## src/rtl/fp_pkg.sv

```systemverilog
`default_nettype none
// ============================================================================
//  Module      : fp_pkg
//  Description : Shared constants, operand classes and format helpers for
//                the parametrised floating-point multiplier.
//  Revision    : 1.0 - initial release
// ============================================================================
package fp_pkg;

   // Rounding-mode encodings carried alongside each operand pair
   localparam logic RM_RNE = 1'b0;
   localparam logic RM_RTZ = 1'b1;

   // Bit positions inside the 4-bit flags word {inv, ovf, unf, inx}
   localparam int FLG_INV = 3;
   localparam int FLG_OVF = 2;
   localparam int FLG_UNF = 1;
   localparam int FLG_INX = 0;

   // Operand / result class; denormals are folded into ZERO
   typedef enum logic [1:0] {
      ZERO = 2'd0,
      NORM = 2'd1,
      INF  = 2'd2,
      NAN  = 2'd3
   } fp_class_e;

   // Exponent bias for a given exponent field width
   function automatic int fp_bias(input int exp_w);
      return (1 << (exp_w - 1)) - 1;
   endfunction

   // Canonical quiet NaN: sign 0, exponent all-ones, fraction MSB only.
   // Returned in a wide word; callers keep the low 1+exp_w+man_w bits.
   function automatic logic [63:0] fp_qnan(input int exp_w, input int man_w);
      logic [63:0] r;
      r = ((64'd1 << exp_w) - 64'd1) << man_w;
      r = r | (64'd1 << (man_w - 1));
      return r;
   endfunction

endpackage
`default_nettype wire

```

## src/rtl/fp_mul_pipe_if.sv

```systemverilog
`default_nettype none
// ============================================================================
//  Module      : fp_mul_pipe_if
//  Description : Operand / result streaming bundle for fp_mul_pipe.
//                master = operand producer and result consumer,
//                slave  = the multiplier.
//  Revision    : 1.0 - initial release
// ============================================================================
interface fp_mul_pipe_if #(
   parameter int EXP_W = 8,
   parameter int MAN_W = 23
);
   localparam int W = 1 + EXP_W + MAN_W;

   logic         in_valid;
   logic         in_ready;
   logic [W-1:0] a;
   logic [W-1:0] b;
   logic         rm;
   logic         out_valid;
   logic         out_ready;
   logic [W-1:0] y;
   logic [3:0]   flags;

   modport master (
      output in_valid, a, b, rm, out_ready,
      input  in_ready, out_valid, y, flags
   );

   modport slave (
      input  in_valid, a, b, rm, out_ready,
      output in_ready, out_valid, y, flags
   );
endinterface
`default_nettype wire

```

## src/rtl/fp_mant_mul.sv

```systemverilog
`default_nettype none
// ============================================================================
//  Module      : fp_mant_mul
//  Description : Unsigned N x N combinational mantissa multiplier with a full
//                2N-bit product. Kept behind this boundary so an alternative
//                multiplier architecture can be dropped in unchanged.
//  Revision    : 1.0 - initial release
// ============================================================================
module fp_mant_mul #(
   parameter int N = 24
) (
   input  logic [N-1:0]   op_a,
   input  logic [N-1:0]   op_b,
   output logic [2*N-1:0] prod
);

   // Zero-extend both operands so the product is formed at full width
   always_comb begin
      prod = {{N{1'b0}}, op_a} * {{N{1'b0}}, op_b};
   end

endmodule
`default_nettype wire

```

## src/rtl/fp_mul_pipe.sv

```systemverilog
`default_nettype none
// ============================================================================
//  Module      : fp_mul_pipe
//  Description : Three-stage pipelined floating-point multiplier with
//                configurable format, RNE/RTZ rounding, special-value
//                handling, exception flags and valid/ready backpressure.
//                S1 classify + exponent sum, S2 mantissa product,
//                S3 normalise / round / pack / flags.
//  Revision    : 1.0 - initial release
// ============================================================================
module fp_mul_pipe
   import fp_pkg::*;
#(
   parameter int EXP_W = 8,
   parameter int MAN_W = 23
) (
   input  logic          clk,
   input  logic          rst,
   fp_mul_pipe_if.slave  bus
);

   localparam int W  = 1 + EXP_W + MAN_W;
   localparam int MW = MAN_W + 1;          // mantissa with hidden bit
   localparam int PW = 2 * MW;             // full product width
   localparam int EW = EXP_W + 2;          // signed working exponent width

   localparam logic signed [EW-1:0]  BIAS_E   = EW'(fp_bias(EXP_W));
   localparam logic signed [EW-1:0]  EMAX     = EW'((1 << EXP_W) - 1);
   localparam logic signed [EW-1:0]  EZERO    = '0;
   localparam logic [EXP_W-1:0]      EXP_ONES = '1;
   localparam logic [EXP_W-1:0]      EXP_MAXF = EXP_ONES - EXP_W'(1);
   localparam logic [W-1:0]          QNAN     = W'(fp_qnan(EXP_W, MAN_W));

   // Field-level classification; a zero exponent means zero (denormal flush)
   function automatic fp_class_e classify(input logic [W-1:0] v);
      logic [EXP_W-1:0] e;
      logic [MAN_W-1:0] f;
      e = v[W-2:MAN_W];
      f = v[MAN_W-1:0];
      if (e == '0)
         return ZERO;
      else if (e == EXP_ONES)
         return (f != '0) ? NAN : INF;
      else
         return NORM;
   endfunction

   // ---------------- pipeline control ----------------
   logic out_valid_r;
   logic advance;

   assign advance      = !out_valid_r | bus.out_ready;
   assign bus.in_ready = advance;

   // ---------------- S1: classify + exponent sum ----------------
   fp_class_e cls_a, cls_b, cls_res;

   // Resolve the result class with NaN/invalid > Inf > zero > normal priority
   always_comb begin
      cls_a = classify(bus.a);
      cls_b = classify(bus.b);
      if (cls_a == NAN || cls_b == NAN ||
          (cls_a == INF && cls_b == ZERO) || (cls_a == ZERO && cls_b == INF))
         cls_res = NAN;
      else if (cls_a == INF || cls_b == INF)
         cls_res = INF;
      else if (cls_a == ZERO || cls_b == ZERO)
         cls_res = ZERO;
      else
         cls_res = NORM;
   end

   logic                 s1_valid;
   logic                 s1_sign;
   fp_class_e            s1_cls;
   logic signed [EW-1:0] s1_exp;
   logic [MAN_W-1:0]     s1_frac_a;
   logic [MAN_W-1:0]     s1_frac_b;
   logic                 s1_rm;

   // Stage 1 register: capture classified operands and the biased exponent sum
   always_ff @(posedge clk) begin
      if (rst) begin
         s1_valid <= 1'b0;
      end else if (advance) begin
         s1_valid  <= bus.in_valid;
         s1_sign   <= bus.a[W-1] ^ bus.b[W-1];
         s1_cls    <= cls_res;
         s1_exp    <= $signed({2'b00, bus.a[W-2:MAN_W]})
                    + $signed({2'b00, bus.b[W-2:MAN_W]}) - BIAS_E;
         s1_frac_a <= bus.a[MAN_W-1:0];
         s1_frac_b <= bus.b[MAN_W-1:0];
         s1_rm     <= bus.rm;
      end
   end

   // ---------------- S2: mantissa product ----------------
   logic [PW-1:0] mant_prod;

   fp_mant_mul #(
      .N (MW)
   ) u_mant_mul (
      .op_a ({1'b1, s1_frac_a}),
      .op_b ({1'b1, s1_frac_b}),
      .prod (mant_prod)
   );

   logic                 s2_valid;
   logic                 s2_sign;
   fp_class_e            s2_cls;
   logic signed [EW-1:0] s2_exp;
   logic [PW-1:0]        s2_prod;
   logic                 s2_rm;

   // Stage 2 register: carry the exact product forward with its context
   always_ff @(posedge clk) begin
      if (rst) begin
         s2_valid <= 1'b0;
      end else if (advance) begin
         s2_valid <= s1_valid;
         s2_sign  <= s1_sign;
         s2_cls   <= s1_cls;
         s2_exp   <= s1_exp;
         s2_prod  <= mant_prod;
         s2_rm    <= s1_rm;
      end
   end

   // ---------------- S3: normalise, round, pack ----------------
   logic                 prod_hi;
   logic [PW-1:0]        norm;
   logic [MAN_W-1:0]     frac_t;
   logic                 guard;
   logic                 sticky;
   logic                 round_up;
   logic [MAN_W:0]       frac_sum;
   logic signed [EW-1:0] exp_r;
   logic [W-1:0]         y_next;
   logic [3:0]           flags_next;

   // Normalise so the hidden bit sits at PW-1, round, then range-check
   always_comb begin
      prod_hi  = s2_prod[PW-1];
      norm     = prod_hi ? s2_prod : (s2_prod << 1);
      frac_t   = norm[PW-2 -: MAN_W];
      guard    = norm[PW-2-MAN_W];
      sticky   = |norm[PW-3-MAN_W:0];
      round_up = (s2_rm == RM_RNE) & guard & (sticky | frac_t[0]);
      frac_sum = {1'b0, frac_t} + {{MAN_W{1'b0}}, round_up};
      // Carry out of the fraction leaves frac_sum[MAN_W-1:0] at zero
      exp_r    = s2_exp + $signed({{(EW-1){1'b0}}, prod_hi})
                        + $signed({{(EW-1){1'b0}}, frac_sum[MAN_W]});

      y_next     = '0;
      flags_next = '0;
      case (s2_cls)
         NAN: begin
            y_next              = QNAN;
            flags_next[FLG_INV] = 1'b1;
         end
         INF: begin
            y_next = {s2_sign, EXP_ONES, {MAN_W{1'b0}}};
         end
         ZERO: begin
            y_next = {s2_sign, {(W-1){1'b0}}};
         end
         default: begin
            flags_next[FLG_INX] = guard | sticky;
            if (exp_r >= EMAX) begin
               flags_next[FLG_OVF] = 1'b1;
               flags_next[FLG_INX] = 1'b1;
               if (s2_rm == RM_RTZ)
                  y_next = {s2_sign, EXP_MAXF, {MAN_W{1'b1}}};
               else
                  y_next = {s2_sign, EXP_ONES, {MAN_W{1'b0}}};
            end else if (exp_r <= EZERO) begin
               flags_next[FLG_UNF] = 1'b1;
               flags_next[FLG_INX] = 1'b1;
               y_next              = {s2_sign, {(W-1){1'b0}}};
            end else begin
               y_next = {s2_sign, exp_r[EXP_W-1:0], frac_sum[MAN_W-1:0]};
            end
         end
      endcase
   end

   logic [W-1:0] y_r;
   logic [3:0]   flags_r;

   // Output register: holds result and flags steady while the consumer stalls
   always_ff @(posedge clk) begin
      if (rst) begin
         out_valid_r <= 1'b0;
         y_r         <= '0;
         flags_r     <= '0;
      end else if (advance) begin
         out_valid_r <= s2_valid;
         y_r         <= y_next;
         flags_r     <= flags_next;
      end
   end

   assign bus.out_valid = out_valid_r;
   assign bus.y         = y_r;
   assign bus.flags     = flags_r;

endmodule
`default_nettype wire
```

## src/flat_wrapper.sv

```systemverilog
// flat-port wrapper written by rule: the top's interface ports become plain ports
module fp_mul_pipe_flat import fp_pkg::*;
#(
   parameter int EXP_W = 8,
   parameter int MAN_W = 23
)
  (clk, rst, bus_in_valid, bus_a, bus_b, bus_rm, bus_out_ready, bus_in_ready, bus_out_valid, bus_y, bus_flags);
  fp_mul_pipe_if #(.EXP_W(EXP_W), .MAN_W(MAN_W)) bus_i ();
  input  logic clk;
  input  logic rst;
  input wire logic [$bits(bus_i.in_valid)-1:0] bus_in_valid;
  input wire logic [$bits(bus_i.a)-1:0] bus_a;
  input wire logic [$bits(bus_i.b)-1:0] bus_b;
  input wire logic [$bits(bus_i.rm)-1:0] bus_rm;
  input wire logic [$bits(bus_i.out_ready)-1:0] bus_out_ready;
  output wire logic [$bits(bus_i.in_ready)-1:0] bus_in_ready;
  output wire logic [$bits(bus_i.out_valid)-1:0] bus_out_valid;
  output wire logic [$bits(bus_i.y)-1:0] bus_y;
  output wire logic [$bits(bus_i.flags)-1:0] bus_flags;
  assign bus_i.in_valid = bus_in_valid;
  assign bus_i.a = bus_a;
  assign bus_i.b = bus_b;
  assign bus_i.rm = bus_rm;
  assign bus_i.out_ready = bus_out_ready;
  assign bus_in_ready = bus_i.in_ready;
  assign bus_out_valid = bus_i.out_valid;
  assign bus_y = bus_i.y;
  assign bus_flags = bus_i.flags;
  fp_mul_pipe #(.EXP_W(EXP_W), .MAN_W(MAN_W)) u_core (.clk(clk), .rst(rst), .bus(bus_i));
endmodule
```

## config.mk

```make
export PLATFORM = sky130hd
export DESIGN_NAME = fp_mul_pipe_flat
export DESIGN_NICKNAME = d
export VERILOG_FILES = /design/src/rtl/fp_pkg.sv /design/src/rtl/fp_mul_pipe_if.sv /design/src/rtl/fp_mant_mul.sv /design/src/rtl/fp_mul_pipe.sv /design/src/flat_wrapper.sv
export SDC_FILE = /design/constraint.sdc
export NUM_CORES = 2
export LEC_CHECK = 0
export ABC_AREA = 1
export BUFFER_PORTS_ARGS = -buffer_cell sky130_fd_sc_hd__buf_2
export CORE_ASPECT_RATIO = 0.9
export CORE_MARGIN = 2
export CORE_UTILIZATION = 50
export CTS_CLUSTER_SIZE = 16
export DETAILED_ROUTE_END_ITERATION = 7
export PLACE_DENSITY = 0.69
export SLEW_MARGIN = 10
export SYNTH_ARGS = -nofsm -noshare
export SYNTH_HDL_FRONTEND = slang
export SYNTH_HIERARCHICAL = 1
export SYNTH_SLANG_ARGS = --single-unit
```

## constraint.sdc

```tcl
create_clock -name clk -period 8.76 [get_ports clk]
set_input_delay 1.752 -clock clk [delete_from_list [all_inputs] [get_ports clk]]
set_output_delay 1.752 -clock clk [all_outputs]
set_load 0.05 [all_outputs]
```

; After elaboration in Yosys (flattened, before gate mapping)
; Index checks and enable logic that the tools add are counted.
[totals]
ff_bits = 161
word_cells = 79
[op_classes]
n_addsub = 5
n_mul = 1
n_lt_le_gt_ge = 2
n_eq_ne = 8
mux = 19
n_bitwise = 8
n_reduce_logical = 19
[op_table]
columns = cell, count
row1 = $pmux 32 s3, 1
row2 = $mux 31, 2
row3 = $mul 24x24->48, 1
row4 = $mux 47, 1
row5 = $reduce_bool 23->1, 2
row6 = $add 23x1->24, 1
row7 = $mux 24, 1
row8 = $reduce_or 23->1, 1
row9 = $add 10x2->10, 2
row10 = $eq 8x8->1 const B, 2
row11 = $logic_not 8->1, 2
row12 = $eq 2x2->1 const B, 6
row13 = $ge 10x9->1 const B, 1
row14 = $le 10x1->1 const B, 1
row15 = $mux 2, 5
row16 = $sub 10x8->10 const B, 1
row17 = $add 8x8->9, 1
row18 = $mux 1, 8
row19 = $logic_not 2->1, 3
row20 = $logic_or 1x1->1, 5
row21 = $mux 3, 1
row22 = $or 1x1->1, 3
row23 = $reduce_or 3->1, 1
row24 = $and 1x1->1, 2
row25 = other kinds (6), 8

; Depth between registers and ports, before layout
[logic_depth]
word_depth = 10
ltp_mapped = 29
depth_no_buf = 28

; Hierarchy
; The synthesis kept the hierarchy.
[by_module_without_submodules]
columns = mod, n_inst, cells_each, area_each_um2, seq_area_each_um2
row1 = fp_mant_mul, 1, 2875, 20519.7, 0.0
row2 = fp_mul_pipe, 1, 816, 7613.6, 4444.3

; Worst setup path before layout
; OpenSTA, ideal clock, no wires.
[synth_timing]
kind = input to register
from = input rst
to = register u_core.s1_cls[0], enable pin
setup_ps = 606
arrival_ps = 7069
required_ps = 8154
setup_slack_ps = 1086
stages = 2
n_path_buf = 1
path_cell_list = clkbuf_1 -> nor2_1
[synth_via]
elab_chain_cells = 2
[synth_lines]
columns = element, line
row1 = from (decl), flat_wrapper.sv:10  ; input logic rst;
row2 = $not 1->1 (no source line), --
row3 = $reduce_and 2->1 (no source line), --
row4 = to (signal assigned), fp_mul_pipe.sv:88  ; s1_cls <= cls_res;
row5 = to (decl), fp_mul_pipe.sv:75  ; fp_class_e s1_cls;
; No other way between the ends.
; A chain may end at the register's enable or synchronous reset.

; Worst setup path in the final report
[layout_timing]
from = register u_core.s1_frac_a[13]
to = register u_core.s2_prod[40] (data pin)
[layout_via]
elab_chain_cells = 1
[layout_lines]
columns = element, line
row1 = from (decl), fp_mul_pipe.sv:77  ; logic [MAN_W-1:0] s1_frac_a;
row2 = from (signal assigned), fp_mul_pipe.sv:91  ; s1_frac_a <= bus.a[MAN_W-1:0];
row3 = $mul 24x24->48, fp_mant_mul.sv:19  ; prod = {{N{1'b0}}, op_a} * {{N{1'b0}}, op_b};
row4 = net u_core.mant_prod[40], fp_mul_pipe.sv:98  ; logic [PW-1:0] mant_prod;
row5 = to (signal assigned), fp_mul_pipe.sv:124  ; s2_prod <= mant_prod;
row6 = to (decl), fp_mul_pipe.sv:112  ; logic [PW-1:0] s2_prod;
; The timed path passes the listed nets, and every way through them passes these cells.

==> out/qor.csv <==
stage,metric,value,unit
clocking,numCtsBuffers,17,
critical_path,critPathBufInv,7,
synthesis,synth_mux_area_share,0,%
synthesis,ys_seq_area_share,15.8,%
finish,nFillCells,5430,
timing,fmax,0.144,GHz
timing,finalCriticalPeriod,6.95,ns
timing,maxSlewHeadroom,13.7,%
global_routing,antenna_found_initial,1,
place,pre_cts_ws,1.86,ns
clocking,clk_path_buf_depth,2,
global_routing,grt_overflow,0,
floorplan,fp.dieH,229,µm
critical_path,endpoint,u_core/s2_prod[40]$_DFFE_PP_,
floorplan,die_area,58200,µm²
finish,final_area,29900,µm²
critical_path,max_stage_delay,1.17,ns
critical_path,r2r_cells,25,
critical_path,arrival,7.18,ns
timing,worst_slack,1.81,ns
route,vias,22000,
timing,worstMarginPinSlew,1.29,ns
clocking,cts_tree,yes,
timing,period_share,79.3,%
critical_path,r2r_slack,1.81,ns
finish,drive_gt1_share,6.04,%
clocking,cts.sinks,161,
clocking,clkTransAtPathRegs,0.08,ns
place,dpl-instance-area,29300,µm²
floorplan,start_util,50.6,%
timing,tns,0,ns
critical_path,path_max_fanout,24,
finish,nets,4471,
floorplan,die_width,254,µm
synthesis,netlist_area,28100,µm²
timing,setup_viol,0,
global_routing,grt_pass1_wl,117,mm
global_routing,grt_pass1_vias,23000,
timing,rsz0062_at_grt,no,
place,place.port_buffers,106,
synthesis,avgSynthCellArea,7.62,µm²
critical_path,start_kind,flip-flop,
route,post_drt_wl_per_cell,15.6,µm
floorplan,io_pins,107,
clocking,cts_root_buffer,clkbuf_16,
timing,fin_skew,0.0163,ns
synthesis,synth-compound-area-share,2.53,%
floorplan,placementRows,82,
synthesis,synth.most_common_cell,nand2_1,
clocking,cts_resized,0,
timing,final_max_slew_viol_count,0,
timing,hold_viol,0,
clocking,htree_levels,4,
clocking,postCtsSetupBuffers,0,
finish,area_growth,6.40,%
critical_path,cp-startpoint,u_core/s1_frac_a[13]$_DFFE_PP_,
place,place.gp.congestion,0.945,
synthesis,synth_top_family_by_area,adder cells,
min_path,hp-class,reg2reg,
critical_path,worstSetupEndpointType,flip-flop,
clocking,clk_latency,0.48,ns
global_routing,track_usage,25.7,%
route,wirelength,70.0,mm
synthesis,async_reset_ff_share,0,%
synthesis,synth_area_leaders,"fa_1 34%, nand2_1 15%, inv_1 14%, edfxtp_1 13%, ha_1 8.5%",
critical_path,regToRegEndpoint,u_core/s2_prod[40]$_DFFE_PP_,
route,remaining_drc_errors,0,
global_routing,grt_max_degree,82,
critical_path,worstReg2RegStart,u_core/s1_frac_a[13]$_DFFE_PP_,
job,max_cap_violations,0,
route,drtPass1Iterations,6,
critical_path,cp_top_family,adder cells,
route,drt_iter0_markers,1554,
outcome,run_status,finished clean,
finish,antenna_cells,0,
clocking,holdBufCountCts,0,
synthesis,yosysTopAreaCellShare,34.4,%
synthesis,yosys.area_share.simple,21.1,%
synthesis,post_synth_xor_area_fraction,1.31,%
synthesis,yosys_most_used_dff,edfxtp_1,
synthesis,synth_seq_cells,161,
route,routed_via_density,4.90,
critical_path,crit_cells,25,
synthesis,yosysTopAreaCell,fa_1,
synthesis,synth-edff-count,122,
floorplan,core,55600,µm²
critical_path,required,8.99,ns
place,dp_hpwl,56.3,mm
critical_path,cp_slowest_cell,edfxtp_1,
critical_path,critPathKind,reg2reg,
synthesis,ys_types,43,
synthesis,synthAdderAreaFrac,42.9,%
synthesis,synthTopCellsByCount,"1160 x nand2_1, 1078 x inv_1, 484 x fa_1, 191 x ha_1, 140 x nor2_1",
synthesis,syn_inst,3691,
route,ant_nets,0,
synthesis,ys_warn_count,6,
[per-layer routing]
layer	track usage [%]	share of wire [%]
met3	4.43	6.5
met4	9.06	3.3
met1	34.6	43
met5	0	0
met2	41.9	47
[cell families after synthesis]
group                    Yosys count
AO/OA/AOI/OAI                    133
XOR/XNOR                          42
adder cells (fa/ha/maj)          675
buffers and inverters           1209
flip-flops                       161
other                              1
AND/OR/NAND/NOR                 1470
[final cells by class]
type	instances	area, µm²	area share [%]
multi-input cells	2332	19100	64.0
inverters	1092	4100	13.7
well taps	756	946	3.16
flip-flops and latches	161	4440	14.8
repair buffers	123	658	2.20
clock inverters	14	218	0.727
clock buffers	17	425	1.42
[cell usage in the layout (no fill, tap or decap), drive strengths merged]
| cell | netlist | routed |
|---|---|---|
| xnor2 | 8 | 8 |
| nand3 | 84 | 84 |
| o21bai | 7 | 7 |
| bufinv | 0 | 4 |
| conb | 1 | 12 |
| nor3 | 7 | 7 |
| edfxtp | 122 | 122 |
| xor2 | 34 | 34 |
| nand2b | 1 | 1 |
| nor2 | 162 | 162 |
| ha | 191 | 191 |
| dfxtp | 39 | 39 |
| buf | 13 | 123 |
| inv | 1091 | 1098 |
| o21ai | 48 | 48 |
| nand2 | 1177 | 1177 |
| a31oi | 4 | 4 |
| and2 | 5 | 5 |
| o211ai | 1 | 1 |
| o2111ai | 1 | 1 |
| a21oi | 71 | 71 |
| nand3b | 1 | 1 |
| clkinvlp | 0 | 2 |
| or2 | 5 | 5 |
| clkinv | 1 | 2 |
| o31ai | 1 | 1 |
| fa | 484 | 484 |
| nor4 | 13 | 13 |
| clkbuf | 104 | 17 |
| nand4 | 15 | 15 |
[worst reg2reg max path, delay by kind of cell, from the launching register on]
family                   cells  cell delay, ns
flip-flops                   1            1.17
buffers and inverters        7            0.39
adder cells (fa/ha/maj)      8            3.94
AND/OR/NAND/NOR             10            1.19
[state kept, by name (all words and copies together), names as in the netlist, 2 cells and up]
signal	count
u_core/s1_frac_b	23
u_core/s1_exp	10
u_core/bus.flags	4
u_core/s1_cls	2
u_core/bus.y	32
u_core/s1_frac_a	23
u_core/s2_prod	48
u_core/s2_exp	10
u_core/s2_cls	2
[worst min-delay path by stage]
stage                                    from                    endpoint  slack (ns)  cells past startpoint
2_1_floorplan  u_core/s1_cls[0]$_SDFFCE_PP1P_  u_core/s2_cls[0]$_DFFE_PP_        0.40                      0
3_3_place_gp       u_core/s1_exp[1]$_DFFE_PP_  u_core/s2_exp[1]$_DFFE_PP_        0.40                      0
3_5_place_dp       u_core/s1_exp[9]$_DFFE_PP_  u_core/s2_exp[9]$_DFFE_PP_        0.40                      0
4_1_cts        u_core/s1_cls[0]$_SDFFCE_PP1P_  u_core/s2_cls[0]$_DFFE_PP_        0.42                      0
5_1_grt            u_core/s1_exp[4]$_DFFE_PP_  u_core/s2_exp[4]$_DFFE_PP_        0.44                      0
6_report       u_core/s1_cls[0]$_SDFFCE_PP1P_  u_core/s2_cls[0]$_DFFE_PP_        0.42                      0
[stage by stage]
step	hold slack, ns	std cells	utilization [%]
2_1_floorplan	0.400	3702	-
4_1_cts	0.421	4495	53.8
3_5_place_dp	0.405	4464	52.7
6_report	0.418	4495	53.8
3_3_place_gp	0.404	4464	52.7
5_1_grt	0.436	4495	53.8
Power is left out: the tool's default activity adds up to more than one toggle a clock period on the data nets, which glitch-free logic cannot reach.
